===== config.mk =====
export PLATFORM = sky130hd
export DESIGN_NAME = data_mem_responder
export DESIGN_NICKNAME = d
export VERILOG_FILES = /design/src/rtl/data_mem_responder_pkg.sv /design/src/rtl/data_mem_responder_mem_array.sv /design/src/rtl/data_mem_responder.sv
export SDC_FILE = /design/constraint.sdc
export NUM_CORES = 1
export LEC_CHECK = 0
export CAP_MARGIN = 20
export CORE_MARGIN = 2
export CORE_UTILIZATION = 45
export CTS_CLUSTER_DIAMETER = 40
export DETAILED_ROUTE_END_ITERATION = 10
export PLACE_DENSITY = 0.74
export SYNTH_ARGS = -nofsm -noshare
export SYNTH_HDL_FRONTEND = slang
export SYNTH_SLANG_ARGS = --single-unit

===== constraint.sdc =====
create_clock -name clk -period 1.95 [get_ports clk]
set_input_delay 0.39 -clock clk [delete_from_list [all_inputs] [get_ports clk]]
set_output_delay 0.39 -clock clk [all_outputs]
set_load 0.01 [all_outputs]

===== src/rtl/data_mem_responder_pkg.sv =====
// Shared types and defaults for the data memory responder.
// Holds the FSM state encoding and the default datapath widths.
package data_mem_responder_pkg;

  typedef enum logic [1:0] {
    StIdle = 2'd0,
    StWait = 2'd1,
    StDone = 2'd2
  } state_e;

  localparam int unsigned DefDataW = 4;
  localparam int unsigned DefAddrW = 3;

  // Wide enough for the largest supported wait-state count (15).
  localparam int unsigned CntW     = 4;

endpackage


===== src/rtl/data_mem_responder_mem_array.sv =====
// Register-array data memory: synchronous write, registered read port,
// whole array cleared asynchronously by rst.
module data_mem_responder_mem_array #(
  parameter int unsigned DATA_W = 4,
  parameter int unsigned ADDR_W = 3
) (
  input  logic              clk,
  input  logic              rst,
  input  logic              we,
  input  logic [ADDR_W-1:0] waddr,
  input  logic [DATA_W-1:0] wdata,
  input  logic              re,
  input  logic [ADDR_W-1:0] raddr,
  output logic [DATA_W-1:0] rdata
);

  localparam int unsigned Depth = 2 ** ADDR_W;

  logic [DATA_W-1:0] mem_q [Depth];
  logic [DATA_W-1:0] rdata_q;

  always_ff @(posedge clk or posedge rst) begin
    if (rst) begin
      for (int i = 0; i < Depth; i++) begin
        mem_q[i] <= '0;
      end
      rdata_q <= '0;
    end else begin
      if (we) begin
        mem_q[waddr] <= wdata;
      end
      if (re) begin
        rdata_q <= mem_q[raddr];
      end
    end
  end

  assign rdata = rdata_q;

endmodule


===== src/rtl/data_mem_responder.sv =====
// Memory-side responder: accepts one r/w strobe at a time, inserts WAIT_CYC
// wait states, then completes with a one-cycle rdy pulse.
module data_mem_responder
  import data_mem_responder_pkg::*;
#(
  parameter int unsigned DATA_W   = DefDataW,
  parameter int unsigned ADDR_W   = DefAddrW,
  parameter int unsigned WAIT_CYC = 2
) (
  input  logic              clk,
  input  logic              rst,
  input  logic              r,
  input  logic              w,
  input  logic [ADDR_W-1:0] addr,
  input  logic [DATA_W-1:0] wdata,
  output logic [DATA_W-1:0] rdata,
  output logic              rdy,
  output logic              busy,
  output logic              err,
  output logic              ovr
);

  localparam logic [CntW-1:0] WaitCnt = CntW'(WAIT_CYC);
  localparam logic [CntW-1:0] CntOne  = CntW'(1);

  state_e              state_q, state_d;
  logic [CntW-1:0]     cnt_q, cnt_d;
  logic [ADDR_W-1:0]   addr_q, addr_d;
  logic [DATA_W-1:0]   wdata_q, wdata_d;
  logic                op_wr_q, op_wr_d;
  logic                rdy_q, rdy_d;
  logic                busy_q, busy_d;
  logic                err_q, err_d;
  logic                ovr_q, ovr_d;

  logic                mem_we;
  logic                mem_re;
  logic [ADDR_W-1:0]   mem_raddr;

  always_comb begin
    state_d   = state_q;
    cnt_d     = cnt_q;
    addr_d    = addr_q;
    wdata_d   = wdata_q;
    op_wr_d   = op_wr_q;
    err_d     = 1'b0;
    ovr_d     = ovr_q;
    mem_we    = 1'b0;
    mem_re    = 1'b0;
    mem_raddr = addr_q;

    unique case (state_q)
      StIdle: begin
        if (r ^ w) begin
          addr_d  = addr;
          wdata_d = wdata;
          op_wr_d = w;
          cnt_d   = WaitCnt;
          if (WAIT_CYC > 0) begin
            state_d = StWait;
          end else begin
            state_d = StDone;
            // No wait states: read straight from the live address so rdata
            // is valid alongside rdy.
            mem_re    = r;
            mem_raddr = addr;
          end
        end else if (r && w) begin
          err_d = 1'b1;
        end
      end
      StWait: begin
        cnt_d = cnt_q - CntOne;
        if (cnt_q == CntOne) begin
          state_d = StDone;
          mem_re  = ~op_wr_q;
        end
      end
      StDone: begin
        mem_we  = op_wr_q;
        state_d = StIdle;
      end
      default: begin
        state_d = StIdle;
      end
    endcase

    if ((state_q != StIdle) && (r || w)) begin
      ovr_d = 1'b1;
    end

    rdy_d  = (state_d == StDone);
    busy_d = (state_d != StIdle);
  end

  always_ff @(posedge clk or posedge rst) begin
    if (rst) begin
      state_q <= StIdle;
      cnt_q   <= '0;
      addr_q  <= '0;
      wdata_q <= '0;
      op_wr_q <= 1'b0;
      rdy_q   <= 1'b0;
      busy_q  <= 1'b0;
      err_q   <= 1'b0;
      ovr_q   <= 1'b0;
    end else begin
      state_q <= state_d;
      cnt_q   <= cnt_d;
      addr_q  <= addr_d;
      wdata_q <= wdata_d;
      op_wr_q <= op_wr_d;
      rdy_q   <= rdy_d;
      busy_q  <= busy_d;
      err_q   <= err_d;
      ovr_q   <= ovr_d;
    end
  end

  data_mem_responder_mem_array #(
    .DATA_W (DATA_W),
    .ADDR_W (ADDR_W)
  ) u_mem_array (
    .clk   (clk),
    .rst   (rst),
    .we    (mem_we),
    .waddr (addr_q),
    .wdata (wdata_q),
    .re    (mem_re),
    .raddr (mem_raddr),
    .rdata (rdata)
  );

  assign rdy  = rdy_q;
  assign busy = busy_q;
  assign err  = err_q;
  assign ovr  = ovr_q;

endmodule


==> flow_metrics.env, run 1 <==
export IMPL_clock_sinks=54
export IMPL_root_buffer="clkbuf_8"
export IMPL_drtIter0Drc=68
export IMPL_p_int_mw=2.39
export IMPL_cts_buffer_depth=2
export IMPL_pre_cts_ws_ns=-0.00307
export IMPL_initial_core_util=0.459
export IMPL_die_y_um=78.5
export IMPL_rsz0062_at_grt="no"
export IMPL_post_route_min_period_ns=1.75
export IMPL_place_gp_congestion=0.725
export IMPL_numPortBuffers=18
export IMPL_power_frac_clock=0.210
export IMPL_comb_power_share=0.291
export IMPL_synth_xor_area_frac=0
export IMPL_r2r_cells=4
export IMPL_critical_path_class="reg -> reg"
export IMPL_vias=1430
export IMPL_layout_drive_gt1_share=0.338
export IMPL_layout_setup_ws_ns=0.203
export IMPL_drc=0
export IMPL_synthFlopType="dfrtp_1"
export IMPL_wl_per_cell_um=15.3
export IMPL_postCtsHoldBufs=0
export IMPL_h_tree_depth=2
export IMPL_post_route_period_util=0.896
export IMPL_drt_pass1_iterations=4
export IMPL_grt_antenna_before_repair=0
export IMPL_hold_class="in -> async"
export IMPL_multi_input_area_um2=1060
export IMPL_dieArea_um2=6160
export IMPL_synth_compound_gate_area_share=0.0211
export IMPL_skew_ns=0.0105
export IMPL_synthCells=175
export IMPL_synthAdderAreaFrac=0.0201
export IMPL_ant_nets=0
export IMPL_end_kind="register"
export IMPL_synth_area_leaders="dfrtp_1 54%, mux2_2 19%, mux2i_1 8.4%, mux4_2 3.6%, ha_1 2.0%"
export IMPL_syn_to_final_growth_pct=17.2
export IMPL_fin_util=0.537
export IMPL_p_switching_mw=1.12
export IMPL_cts_buffers=5
export IMPL_r2r_end="u_mem_array.rdata[1]$_DFFE_PP0P_"
export IMPL_via_per_inst=5.18
export IMPL_clk_pin_slew_ns=0.09
export IMPL_synth_edf_count=0
export IMPL_cp_required_ns=2.17
export IMPL_place_hpwl_um=2980
export IMPL_hold_violations=0
export IMPL_synth_top_area_share=0.542
export IMPL_yosys_area_top_type="dfrtp_1"
export IMPL_grt_max_degree=55
export IMPL_ys_async_sr_fraction=1.00
export IMPL_cts_resized=0
export IMPL_grt_pass1_vias=1496
export IMPL_pwr_share_seq=0.499
export IMPL_core_area_um2=5440
export IMPL_cts_tree="yes"
export IMPL_fmax_ghz=0.572
export IMPL_yosys_cell_types_count=28
export IMPL_tightestPinTransition_ns=0.448
export IMPL_ys_seq_area_frac=0.542
export IMPL_setup_viol_count_final=0
export IMPL_grt_pass1_wl_um=7680
export IMPL_overflow=0
export IMPL_drv_slew=0
export IMPL_grt_total_usage=0.162
export IMPL_clock_latency_ns=0.31
export IMPL_max_cap_violations=0
export IMPL_power_mw=3.51
export IMPL_critPathMaxFanout=10
export IMPL_io_pins=19
export IMPL_synth_common_cells="54 x dfrtp_1, 41 x mux2_2, 21 x mux2i_1"
export IMPL_relSlewSlack=0.702
export IMPL_ir_drop_v=0.000669
export IMPL_syn_avg_cell_area_um2=14.3
export IMPL_yosysMostFrequentCell="dfrtp_1"
export IMPL_ys_ff_latch=54
export IMPL_antennaDiodeCount=0
export IMPL_synthMuxAreaShare=0.305
export IMPL_crit_arrival_ns=1.97
export IMPL_die_x_um=78.5
export IMPL_fill_cells=462
export IMPL_synth_top_family_by_area="multiplexers"
export IMPL_power_density_nw_per_um2=1200
export IMPL_synth_simple_area_share=0.0772
export IMPL_yosysWarnings=0
export IMPL_rows=27
export IMPL_post_cts_buffers=0
export IMPL_status="finished clean"
export IMPL_timing_rr_start="addr_q[0]$_DFFE_PP0P_"
export IMPL_switching_share=0.320
export IMPL_startpoint_type="register"
export IMPL_fin_nets=218
export IMPL_syn_area_um2=2490
export IMPL_p_leak_nw=1.36
export IMPL_r2r_slack_ns=0.20
export IMPL_regArea_um2=1350
export IMPL_synth_fp_nets=190
export IMPL_totalWireLength_um=4210
layout make-up:
cell class	count	area share
inverter	11	0.0141
clock buffer	6	0.0248
timing repair buffer	27	0.0933
tap	72	0.0308
sequential	54	0.462
multi-input combinational	104	0.362
clock inverter	2	0.0128
stage by stage:
step / TNS, ns / area, µm² / std cells / hold slack [ns]
3_3_place_gp: 0 / 2810 / 268 / 0.467
3_5_place_dp: -0.00411 / 2810 / 268 / 0.463
5_1_grt: 0 / 2920 / 276 / 0.490
2_1_floorplan: 0 / 2490 / 175 / 0.479
6_report: 0 / 2920 / 276 / 0.446
4_1_cts: 0 / 2920 / 276 / 0.462
layout by cell type, fill, tap and decap left out, types with 2 or more instances in the layout:
| master | Yosys | layout |
|---|---|---|
| clkbuf_8 | 1 | 5 |
| dfrtp_1 | 54 | 54 |
| buf_4 | 0 | 7 |
| o21bai_1 | 2 | 2 |
| and4bb_2 | 2 | 2 |
| a22o_1 | 2 | 2 |
| mux2i_1 | 21 | 21 |
| nor2_1 | 6 | 6 |
| nand2b_1 | 2 | 2 |
| mux4_2 | 4 | 4 |
| inv_1 | 11 | 10 |
| ha_1 | 4 | 4 |
| and2_1 | 2 | 2 |
| clkdlybuf4s50_1 | 0 | 18 |
| nand3_2 | 2 | 2 |
| nand2_1 | 5 | 5 |
| buf_12 | 0 | 2 |
| mux2_2 | 41 | 41 |
power by group through the flow:
stage / registers, mW / clock network (mW) / logic, mW
after floorplan: 1.61 / 0 / 0.857
after global placement: 1.76 / 0 / 1.01
after detailed placement: 1.78 / 0 / 1.02
after CTS: 1.76 / 0.760 / 1.03
after global routing: 1.81 / 0.812 / 1.13
final: 1.75 / 0.738 / 1.02
state kept, by name, summed over array words and instances (netlist names):
| register | flops |
|---|---|
| state_q | 2 |
| wdata_q | 4 |
| rdy | 1 |
| addr_q | 3 |
| cnt_q | 4 |
| ovr | 1 |
| busy | 1 |
| u_mem_array.mem_q | 32 |
| op_wr_q | 1 |
| err | 1 |
| u_mem_array.rdata | 4 |
how the worst max path moves through the flow:
stage / start / to / depth (start not counted)
detailed placement: r / op_wr_q$_DFFE_PP0P_ / 6
CTS: addr_q[0]$_DFFE_PP0P_ / u_mem_array.rdata[1]$_DFFE_PP0P_ / 4
global placement: r / wdata_q[3]$_DFFE_PP0P_ / 6
floorplan: rst / addr_q[0]$_DFFE_PP0P_ / 1
finish: addr_q[0]$_DFFE_PP0P_ / u_mem_array.rdata[1]$_DFFE_PP0P_ / 4
global route: cnt_q[1]$_DFFE_PP0P_ / u_mem_array.rdata[0]$_DFFE_PP0P_ / 5
critical path: stages (launching register included):
cell and delay, ns:
dfrtp_1 0.63, buf_4 0.28, mux2i_1 0.11, mux4_2 0.48
mux2i_1 0.15
kinds of logic (layout without fill, tap and decap cells):
group                    count (synthesis)  in the layout
AO/OA/AOI/OAI                            7              7
adder cells (fa/ha/maj)                  4              4
buffers and inverters                   17             46
flip-flops                              54             54
multiplexers                            66             66
AND/OR/NAND/NOR                         27             27
per-layer routing:
metal,part of all wire,global-route usage
met4,0.011,0.0579
met5,0,0
met2,0.45,0.247
met3,0.030,0.0310
met1,0.51,0.231
No activity file was read; power rests on OpenSTA's default activity.
==> run 2: changes to the inputs <==
--- a/config.mk
+++ b/config.mk
@@ -8,9 +8,11 @@
 export CAP_MARGIN = 20
 export CORE_MARGIN = 2
 export CORE_UTILIZATION = 45
+export CTS_BUF_LIST = sky130_fd_sc_hd__clkbuf_16
 export CTS_CLUSTER_DIAMETER = 40
 export DETAILED_ROUTE_END_ITERATION = 10
 export PLACE_DENSITY = 0.74
 export SYNTH_ARGS = -nofsm -noshare
 export SYNTH_HDL_FRONTEND = slang
 export SYNTH_SLANG_ARGS = --single-unit
+export TNS_END_PERCENT = 20
==> run 2 against run 1 <==
Effect of this change: clock power rose by 34%; die area did not move; clock skew fell by 0.0053 ns; maximum frequency rose by 0.39%; global-route usage rose by 0.25 points; count of clock-buffer cells in the layout fell by 1; core utilization rose by 1.0 points; critical path type unchanged.
==> flow_metrics.env, run 2 (synthesis gave the netlist of run 1 again) <==
export IMPL_status="finished clean"
export IMPL_grt_pass1_vias=1512
export IMPL_clock_sinks=54
export IMPL_vias=1445
export IMPL_setup_viol_count_final=0
export IMPL_rows=27
export IMPL_setup_tns_ns=0
export IMPL_clk_pin_slew_ns=0.07
export IMPL_grt_total_usage=0.164
export IMPL_hold_violations=0
export IMPL_tightestPinTransition_ns=0.434
export IMPL_regMostFlops="u_mem_array.mem_q"
export IMPL_clock_latency_ns=0.29
export IMPL_skew_ns=0.00515
export IMPL_postCtsHoldBufs=0
export IMPL_ir_drop_v=0.000641
export IMPL_final_common_cell="dfrtp_1"
export IMPL_cts_tree="yes"
export IMPL_critPathMaxFanout=10
export IMPL_cts_buffers=5
export IMPL_cts_buffer_depth=2
export IMPL_grt_max_degree=55
export IMPL_via_per_inst=5.24
export IMPL_relSlewSlack=0.711
export IMPL_cp_slowest_cell="dfrtp_1"
export IMPL_wl_per_cell_um=15.5
export IMPL_totalWireLength_um=4290
export IMPL_largest_reg_flops=32
export IMPL_core_area_um2=5440
export IMPL_fmax_ghz=0.575
export IMPL_max_stage_delay_ns=0.61
export IMPL_holdWs_ns=0.466
export IMPL_r2r_cells=4
export IMPL_drt_pass1_iterations=4
export IMPL_post_route_min_period_ns=1.74
export IMPL_overflow=0
export IMPL_drv_slew=0
export IMPL_ant_nets=0
export IMPL_antennaDiodeCount=0
export IMPL_crit_arrival_ns=1.95
export IMPL_hold_class="in -> async"
export IMPL_cp_required_ns=2.16
export IMPL_fin_nets=218
export IMPL_layout_drive_gt1_share=0.338
export IMPL_syn_to_final_growth_pct=19.4
export IMPL_dieArea_um2=6160
export IMPL_die_y_um=78.5
export IMPL_finalNonFillerCells=276
export IMPL_rsz0062_at_grt="no"
export IMPL_cts_resized=0
export IMPL_power_mw=3.76
export IMPL_grt_pass1_wl_um=7730
export IMPL_h_tree_depth=2
export IMPL_root_buffer="clkbuf_16"
export IMPL_numPortBuffers=18
export IMPL_max_cap_violations=0
export IMPL_drc=0
export IMPL_dpl_cell_count=268
export IMPL_power_density_nw_per_um2=1260
export IMPL_critical_path_class="reg -> reg"
export IMPL_grt_antenna_before_repair=0
export IMPL_die_x_um=78.5
export IMPL_cp_cell_sequence="buf_4 -> mux2i_1 -> mux4_2 -> mux2i_1"
export IMPL_post_route_period_util=0.892
export IMPL_end_kind="register"
export IMPL_io_pins=19
export IMPL_post_cts_buffers=0
export IMPL_final_cell_mix="54 x dfrtp_1, 41 x mux2_2, 21 x mux2i_1"
export IMPL_p_leak_nw=1.39
export IMPL_crit_top_cell="mux2i_1"
export IMPL_startpoint_type="register"
export IMPL_drtIter0Drc=81
export IMPL_initial_core_util=0.459
export IMPL_place_gp_congestion=0.725
export IMPL_place_hpwl_um=2980
==> run 2: cell count changes in the layout (fill, tap and decap cells not counted), sizes merged <==
cell,before,now
clkbuf,6,5
inv,11,12
==> run 2: path summary, 6_finish.rpt <==
| path | slack [ns] | startpoint | end |
|---|---|---|---|
| setup reg to reg | 0.21 | addr_q[0]$_DFFE_PP0P_ | u_mem_array.rdata[1]$_DFFE_PP0P_ |
| max in group asynchronous | 1.23 | rst | addr_q[1]$_DFFE_PP0P_ |
| hold reg to reg | 0.48 | ovr$_DFFE_PP0P_ | ovr$_DFFE_PP0P_ |
| setup / recovery | 0.21 | addr_q[0]$_DFFE_PP0P_ | u_mem_array.rdata[1]$_DFFE_PP0P_ |
| hold / removal | 0.47 | rst | err$_DFF_PP0_ |
| min in group clk | 0.48 | ovr$_DFFE_PP0P_ | ovr$_DFFE_PP0P_ |
==> run 2: critical path, delay by kind of cell (launching register included) <==
family | cells | cell delay [ns]
muxes | 3 | 0.76
buffers and inverters | 1 | 0.28
DFF | 1 | 0.61
==> run 2: through the flow <==
stage | util | worst slack (ns) | instance area (µm²)
6_report | 0.548 | 0.210 | 2980
5_1_grt | 0.548 | 0.103 | 2980
4_1_cts | 0.548 | 0.189 | 2980
3_5_place_dp | 0.517 | -0.00307 | 2810
3_3_place_gp | 0.517 | 0.0167 | 2810
2_1_floorplan | - | 0.245 | 2490
==> run 2: power breakdown <==
part	internal [mW]	switching [mW]	total (mW)
Combinational	0.614	0.408	1.02
Clock	0.601	0.386	0.987
Sequential	1.39	0.358	1.75
==> run 2: layout make-up <==
type	count	area, µm²
timing repair buffer	27	273
tap	72	90.1
multi-input combinational	104	1060
inverter	11	41.3
fill	457	2460
clock inverter	3	41.3
clock buffer	5	125
sequential	54	1350
==> run 2: layer usage <==
layer | vias up | global-route usage | wire length, µm
li1 | 682 | - | -
met1 | 726 | 0.230 | 2080
met2 | 29 | 0.255 | 1990
met3 | 8 | 0.0310 | 145
met4 | 0 | 0.0632 | 74
met5 | - | 0 | 0
==> run 3: changes to the inputs <==
--- a/config.mk
+++ b/config.mk
@@ -6,7 +6,7 @@
 export NUM_CORES = 1
 export LEC_CHECK = 0
 export CAP_MARGIN = 20
-export CORE_MARGIN = 2
+export CORE_MARGIN = 1
 export CORE_UTILIZATION = 45
 export CTS_BUF_LIST = sky130_fd_sc_hd__clkbuf_16
 export CTS_CLUSTER_DIAMETER = 40
==> run 3 against run 2 <==
Effect of this change: final cell count shrank 2.2%; wire length grew 4.9%; power shrank 4.8%; sequential share of layout area grew 0.87 points; combinational power is essentially flat; die area shrank 5.0%; first-iteration DRC count shrank 47%; critical path depth grew 1; flip-flop and latch count is the same; sequential power is essentially flat; register-to-register slack is essentially flat; critical endpoint is now u_mem_array.rdata[3]$_DFFE_PP0P_; largest power group unchanged.
==> flow_metrics.env, run 3 (synthesis gave the netlist of run 1 again) <==
export IMPL_clock_sinks=54
export IMPL_antennaDiodeCount=0
export IMPL_holdWs_ns=0.465
export IMPL_cp_required_ns=2.15
export IMPL_p_leak_nw=1.37
export IMPL_clk_pin_slew_ns=0.06
export IMPL_drtIter0Drc=43
export IMPL_status="finished clean"
export IMPL_h_tree_depth=2
export IMPL_tightestPinTransition_ns=0.393
export IMPL_via_per_inst=5.35
export IMPL_critPathMaxFanout=4
export IMPL_cts_resized=0
export IMPL_drv_slew=0
export IMPL_skew_ns=0.00187
export IMPL_syn_to_final_growth_pct=17.2
export IMPL_dieArea_um2=5850
export IMPL_grt_pass1_wl_um=7820
export IMPL_cts_buffer_depth=2
export IMPL_numPortBuffers=18
export IMPL_vias=1444
export IMPL_ir_drop_v=0.000673
export IMPL_largest_reg_flops=32
export IMPL_initial_core_util=0.476
export IMPL_end_kind="register"
export IMPL_grt_antenna_before_repair=0
export IMPL_crit_arrival_ns=1.93
export IMPL_ant_nets=0
export IMPL_layout_drive_gt1_share=0.330
export IMPL_final_common_cell="dfrtp_1"
export IMPL_post_cts_buffers=0
export IMPL_post_route_min_period_ns=1.73
export IMPL_wl_per_cell_um=16.7
export IMPL_postCtsHoldBufs=0
export IMPL_overflow=0
export IMPL_power_density_nw_per_um2=1220
export IMPL_fmax_ghz=0.579
export IMPL_hold_violations=0
export IMPL_die_y_um=76.5
export IMPL_grt_max_degree=55
export IMPL_rows=26
export IMPL_fin_nets=215
export IMPL_cts_buffers=5
export IMPL_core_area_um2=5240
export IMPL_relSlewSlack=0.738
export IMPL_placed_area_um2=2790
export IMPL_final_cell_mix="54 x dfrtp_1, 41 x mux2_2, 21 x mux2i_1"
export IMPL_cts_tree="yes"
export IMPL_io_pins=19
export IMPL_drt_pass1_iterations=4
export IMPL_regMostFlops="u_mem_array.mem_q"
export IMPL_place_gp_congestion=0.776
export IMPL_drc=0
export IMPL_rsz0062_at_grt="no"
export IMPL_grt_total_usage=0.174
export IMPL_power_mw=3.58
export IMPL_root_buffer="clkbuf_16"
export IMPL_hold_class="in -> async"
export IMPL_fill_cells=452
export IMPL_final_area_um2=2920
export IMPL_clock_latency_ns=0.28
export IMPL_max_cap_violations=0
export IMPL_critical_path_class="reg -> reg"
export IMPL_startpoint_type="register"
export IMPL_post_route_period_util=0.885
export IMPL_grt_pass1_vias=1582
export IMPL_place_hpwl_um=3400
export IMPL_totalWireLength_um=4500
export IMPL_die_x_um=76.5
export IMPL_setup_tns_ns=0
export IMPL_setup_viol_count_final=0
==> run 3: cell count changes in the layout (fill, tap and decap cells not counted) <==
| cell | delta |
|---|---|
| buf_4 | -3 |
| clkinv_2 | +2 |
| bufinv_16 | -1 |
| clkinvlp_4 | -1 |
| inv_1 | -1 |
==> run 3: power by group <==
| part | total, mW | leakage, nW | internal [mW] | switching, mW |
|---|---|---|---|---|
| combinational | 0.986 | 0.583 | 0.589 | 0.398 |
| clock | 0.810 | 0.0694 | 0.463 | 0.347 |
| sequential | 1.78 | 0.714 | 1.39 | 0.389 |
| total | 3.58 | 1.37 | 2.45 | 1.13 |
==> run 3: worst max-delay path, cell delays in order, from the launching register on <==
cell,delay [ns]
dfrtp_1,0.38
inv_1,0.10
ha_1,0.18
or3b_2,0.50
nor3_4,0.25
mux2i_1,0.23
==> run 3: worst paths after layout <==
path                                               endpoint  cells past startpoint  slack [ns]            startpoint
min                                  wdata_q[0]$_DFFE_PP0P_                      3        0.47                   rst
max reg2reg                u_mem_array.rdata[3]$_DFFE_PP0P_                      5        0.22  cnt_q[1]$_DFFE_PP0P_
min in group clk                            ovr$_DFFE_PP0P_                      1        0.48       ovr$_DFFE_PP0P_
min reg2reg                                 ovr$_DFFE_PP0P_                      1        0.48       ovr$_DFFE_PP0P_
max in group asynchronous              cnt_q[1]$_DFFE_PP0P_                      3        1.23                   rst
max                        u_mem_array.rdata[3]$_DFFE_PP0P_                      5        0.22  cnt_q[1]$_DFFE_PP0P_
==> run 3: metrics by stage <==
| stage | setup slack [ns] | cells | util |
|---|---|---|---|
| after CTS | 0.211 | 270 | 0.558 |
| after global placement | 0.0243 | 263 | 0.532 |
| final | 0.223 | 270 | 0.558 |
| after global routing | 0.0763 | 270 | 0.558 |
| after floorplan | 0.245 | 175 | - |
| after detailed placement | -0.00725 | 263 | 0.532 |
==> run 3: area by class of cell <==
type	instances	area, µm²	share of cell area
Multi-Input combinational cell	104	1060	0.362
Clock inverter	2	10.0	0.00342
Sequential cell	54	1350	0.462
Clock buffer	5	125	0.0428
Inverter	11	41.3	0.0141
Timing Repair Buffer	24	250	0.0856
Tap cell	70	87.6	0.0300
==> run 3: routing by layer <==
layer | routed length (µm) | global-route usage
met3 | 113 | 0.0359
met5 | 0 | 0
met1 | 1980 | 0.205
met2 | 2330 | 0.313
met4 | 75 | 0.0577
==> variant 1: new RTL, config.mk and constraints of run 1 <==
Reset style: synchronous (`rst`), changed in 2 clocked blocks. Comments in the files are not updated.
--- a/src/rtl/data_mem_responder_mem_array.sv
+++ b/src/rtl/data_mem_responder_mem_array.sv
@@ -19,7 +19,7 @@
   logic [DATA_W-1:0] mem_q [Depth];
   logic [DATA_W-1:0] rdata_q;
 
-  always_ff @(posedge clk or posedge rst) begin
+  always_ff @(posedge clk) begin
     if (rst) begin
       for (int i = 0; i < Depth; i++) begin
         mem_q[i] <= '0;
--- a/src/rtl/data_mem_responder.sv
+++ b/src/rtl/data_mem_responder.sv
@@ -93,7 +93,7 @@
     busy_d = (state_d != StIdle);
   end
 
-  always_ff @(posedge clk or posedge rst) begin
+  always_ff @(posedge clk) begin
     if (rst) begin
       state_q <= StIdle;
       cnt_q   <= '0;
Function: differs if rst is asserted again (counterexample within 4 cycles, from zero or initial values and one cycle with rst high); with rst held inactive, the same outputs for 10 cycles.
==> variant 1 against run 1 <==
- via count increased by 13%
- synthesized area increased by 1.1%
- setup slack improved by 0.017 ns
- critical path depth increased by 2
- routed wire length increased by 16%
- register-to-register slack improved by 0.13 ns
- utilization increased by 1.8 points
- sequential cell count unchanged
- design area increased by 4.0%
- die area increased by 1.0%
- critical path type is now in2reg
Power is not compared: it rests on default switching activity, and its combinational part moved more than twofold at a synthesized area within 25%.
==> variant 1: results <==
setup_path:
  crit_fanout: 5
  r2r-start: "state_q[0]"
  cpPeakStageDelay_ns: 0.44
  critPathTopFamily: "buffers and inverters"
  crit_arrival_ns: 1.76
  startpoint: "rst"
  rr_worst_depth: 5
  ff2ff_setup_slack_ns: 0.33
  crit_end: "u_mem_array.mem_q[5][2]"
  critPathSlowestCell: "clkdlybuf4s50_1"
sta:
  tightest_slew_ns: 0.420
  hold_slack_ns: 0.458
  skew_ns: 0.00580
  fin_crit_sh: 0.887
logic_synthesis:
  syn_nets: 216
  ys_types: 36
  synth_edf_count: 32
  synth_area_leaders: "edfxtp_1 38%, dfxtp_1 17%, nor3_2 5.6%"
  avgSynthCellArea_um2: 12.5
  synth_seq_area_share: 0.556
  synth_commonest_cells: "32 x edfxtp_1, 31 x nor2_1, 22 x dfxtp_1, 14 x nor3_2"
  synth_async_sr_flop_share: 0
placement:
  postPlaceCellArea_mm2: 0.00294
  place_ws_ns: -0.0861
  dp.cells: 307
  gp_congestion: 0.759
drt:
  vias: 1619
  wl_mm: 4.88
  wl_met2_mm: 2.34
  drt-met1-wl_mm: 2.21
  dr.first_iter.drc_count: 88
  met3_wirelength_um: 241
grt:
  grt_pass1_vias: 1687
  grt_max_degree: 28
  use_met1: 0.215
  grt_use_total: 0.173
  met3_usage: 0.0523
pwr:
  vdd_drop_max_mv: 0.267
outcome:
  outcome: "finished, final reports clean"
final_layout:
  stdcell_count: 315
  nets: 257
  drive_gt1_frac: 0.288
## variant 1: cell types whose count changed in the layout (fill, tap and decap cells not counted), moves of 5 or more
cell	before	now
dfrtp_1	54	0
mux2_2	41	0
edfxtp_1	0	32
nor2_1	6	31
buf_4	7	29
dfxtp_1	0	22
nor3_2	0	14
mux2i_1	21	9
a21oi_1	0	8
o21bai_1	2	7
## variant 1: cell families after synthesis
family | Yosys count | synth area share
and+or+nand+nor | 78 | 0.195
AOI/OAI and AO/OA | 27 | 0.0735
adders and majority gates | 4 | 0.0199
buffers and inverters | 21 | 0.0447
DFF | 54 | 0.556
muxes | 17 | 0.112
## variant 1: final cells by class
| type | count | area (um2) | area share |
|---|---|---|---|
| sequential | 54 | 1400 | 0.461 |
| multi-input combinational | 126 | 1010 | 0.333 |
| timing repair buffer | 47 | 398 | 0.131 |
| clock buffer | 6 | 93.8 | 0.0309 |
| tap | 72 | 90.1 | 0.0296 |
| inverter | 8 | 35.0 | 0.0115 |
| clock inverter | 2 | 10.0 | 0.00329 |
==> variant 2: new RTL, config.mk and constraints of run 1 <==
Made on the original files. Change the package constant `CntW` from 4 to 8.
--- a/src/rtl/data_mem_responder_pkg.sv
+++ b/src/rtl/data_mem_responder_pkg.sv
@@ -12,7 +12,7 @@
   localparam int unsigned DefAddrW = 3;
 
   // Wide enough for the largest supported wait-state count (15).
-  localparam int unsigned CntW     = 4;
+  localparam int unsigned CntW     = 8;
 
 endpackage
 
Check against the original RTL: no difference found for any inputs over 10 cycles, from zero or initial values and one cycle with rst high; that may be too few to reach the edited logic, so the function may still have changed.
==> variant 2 against run 1 <==
- setup slack lost 0.15 ns
- utilization is 5.0 points higher
- hold slack got worse by 0.089 ns
- routed wire length is 23% higher
- sequential cell count increased by 4
- design area is 12% higher
- final cell count grew 8.7%
- critical path depth unchanged
- synthesized area rose by 5.4%
- total power increased by 7.2%
- count of clock-buffer cells in the layout increased by 3
- combinational power fell by 27%
- critical path type unchanged
- largest cell class unchanged
==> variant 2: results <==
outcome:
  outcome: "finished, final reports clean"
grt:
  grt_pass1_wl_mm: 8.66
  antenna_found_initial: 0
  grt_use_total: 0.187
  grt_pass1_vias: 1675
  grt_max_degree: 27
worst_hold_path:
  hp-class: "in2async"
cts:
  clkTransAtPathRegs_ns: 0.07
  htreeDepth: 3
  clockRootBuffer: "clkbuf_8"
  cts_made_buffers: 9
  insertion_delay_ns: 0.34
  clk_path_buf_depth: 2
sta:
  min_period_ns: 1.89
  slew_headroom: 0.612
  skew_ns: 0.00504
setup_path:
  critPathTopFamily: "simple AND/OR/NAND/NOR gates"
  crit_type: "reg2reg"
  crit_fanout: 3
  cpPeakStageDelay_ns: 0.55
  startpoint: "cnt_q[5]"
  rr_worst_depth: 4
  crit_arrival_ns: 2.12
  critPathSlowestCell: "or4_4"
  r2r_end: "u_mem_array.rdata[1]"
  ff2ff_setup_slack_ns: 0.06
placement:
  place_ws_ns: -0.354
  hpwl_mm: 3.49
  gp_congestion: 0.775
final_layout:
  largestRegisters: "u_mem_array.mem_q: 32 flops, cnt_q: 8 flops"
  drive_gt1_frac: 0.412
  nets: 238
logic_synthesis:
  ys.flop_type: "dfrtp_1"
  synth_area_leaders: "dfrtp_1 55%, mux2_2 20%, mux4_2 6.9%"
  ys_types: 30
  ys_warn_count: 0
  synth_async_sr_flop_share: 1.00
  syn_nets: 199
  synth_commonest_cells: "58 x dfrtp_1, 47 x mux2_2, 10 x nand2_1, 8 x inv_1, 8 x mux4_2"
  synth_seq_area_share: 0.552
drt:
  dr.first_iter.drc_count: 108
  dr.pass1.iters: 4
  wl_per_cell_um: 17.3
  vias: 1580
pwr:
  vdd_drop_max_mv: 0.695
  p_leak_nw: 1.57
[variant 2: cell types whose count changed in the layout (fill, tap and decap cells not counted), sizes merged, moves of 5 or more]
cell   change
mux2i     -16
buf        +8
mux2       +6
nand2      +5
[variant 2: repair_timing]
item	4_1_cts	5_1_grt
gates cloned	0	0
setup buffers	0	2
resized for setup	1	0
pin swaps	0	2
setup endpoints to repair	1	3
[variant 2: layout make-up]
| type | instances | area [um2] |
|---|---|---|
| Clock buffer | 9 | 124 |
| Fill cell | 455 | 2300 |
| Sequential cell | 58 | 1450 |
| Clock inverter | 7 | 118 |
| Inverter | 8 | 30.0 |
| Multi-Input combinational cell | 111 | 1120 |
| Tap cell | 72 | 90.1 |
| Timing Repair Buffer | 35 | 345 |
[variant 2: cells by family after synthesis]
group	share of synthesized area
multiplexers	0.289
flip-flops	0.552
AND/OR/NAND/NOR	0.0966
buffers and inverters	0.0243
AO/OA/AOI/OAI	0.0190
adder cells (fa/ha/maj)	0.0190
[variant 2: worst register-to-register path, cell delays in order (launching register included)]
cell	delay [ns]
dfrtp_1	0.37
or4_4	0.55
nor4b_4	0.34
buf_4	0.19
mux2_2	0.32
[variant 2: how the worst min path moves through the flow]
stage                        start                    end  slack (ns)  cells past startpoint
final                          rst  u_mem_array.mem_q[13]        0.36                      2
after CTS                      rst  u_mem_array.mem_q[13]        0.35                      2
after global placement    cnt_q[7]               cnt_q[7]        0.46                      1
after detailed placement  cnt_q[7]               cnt_q[7]        0.46                      1
after floorplan           cnt_q[7]               cnt_q[7]        0.44                      1
after global routing           rst  u_mem_array.mem_q[25]        0.37                      2
[variant 2: stage by stage]
step                      instance area [um2]  std cells
final                                    3270        300
after global routing                     3270        300
after CTS                                3260        298
after detailed placement                 3020        282
after global placement                   3020        282
after floorplan                          2630        184
[variant 2: report_power, final]
group / total [mW] / switching, mW / internal (mW)
sequential: 1.68 / 0.300 / 1.38
clock: 1.34 / 0.495 / 0.845
combinational: 0.749 / 0.310 / 0.439
[variant 2: routing by layer]
layer / vias to the layer above / routed length (um) / GRT usage
met5: - / 0 / 0
met1: 791 / 2480 / 0.247
met3: 6 / 233 / 0.0730
met4: 0 / 61 / 0.0644
li1: 748 / - / -
met2: 35 / 2410 / 0.282
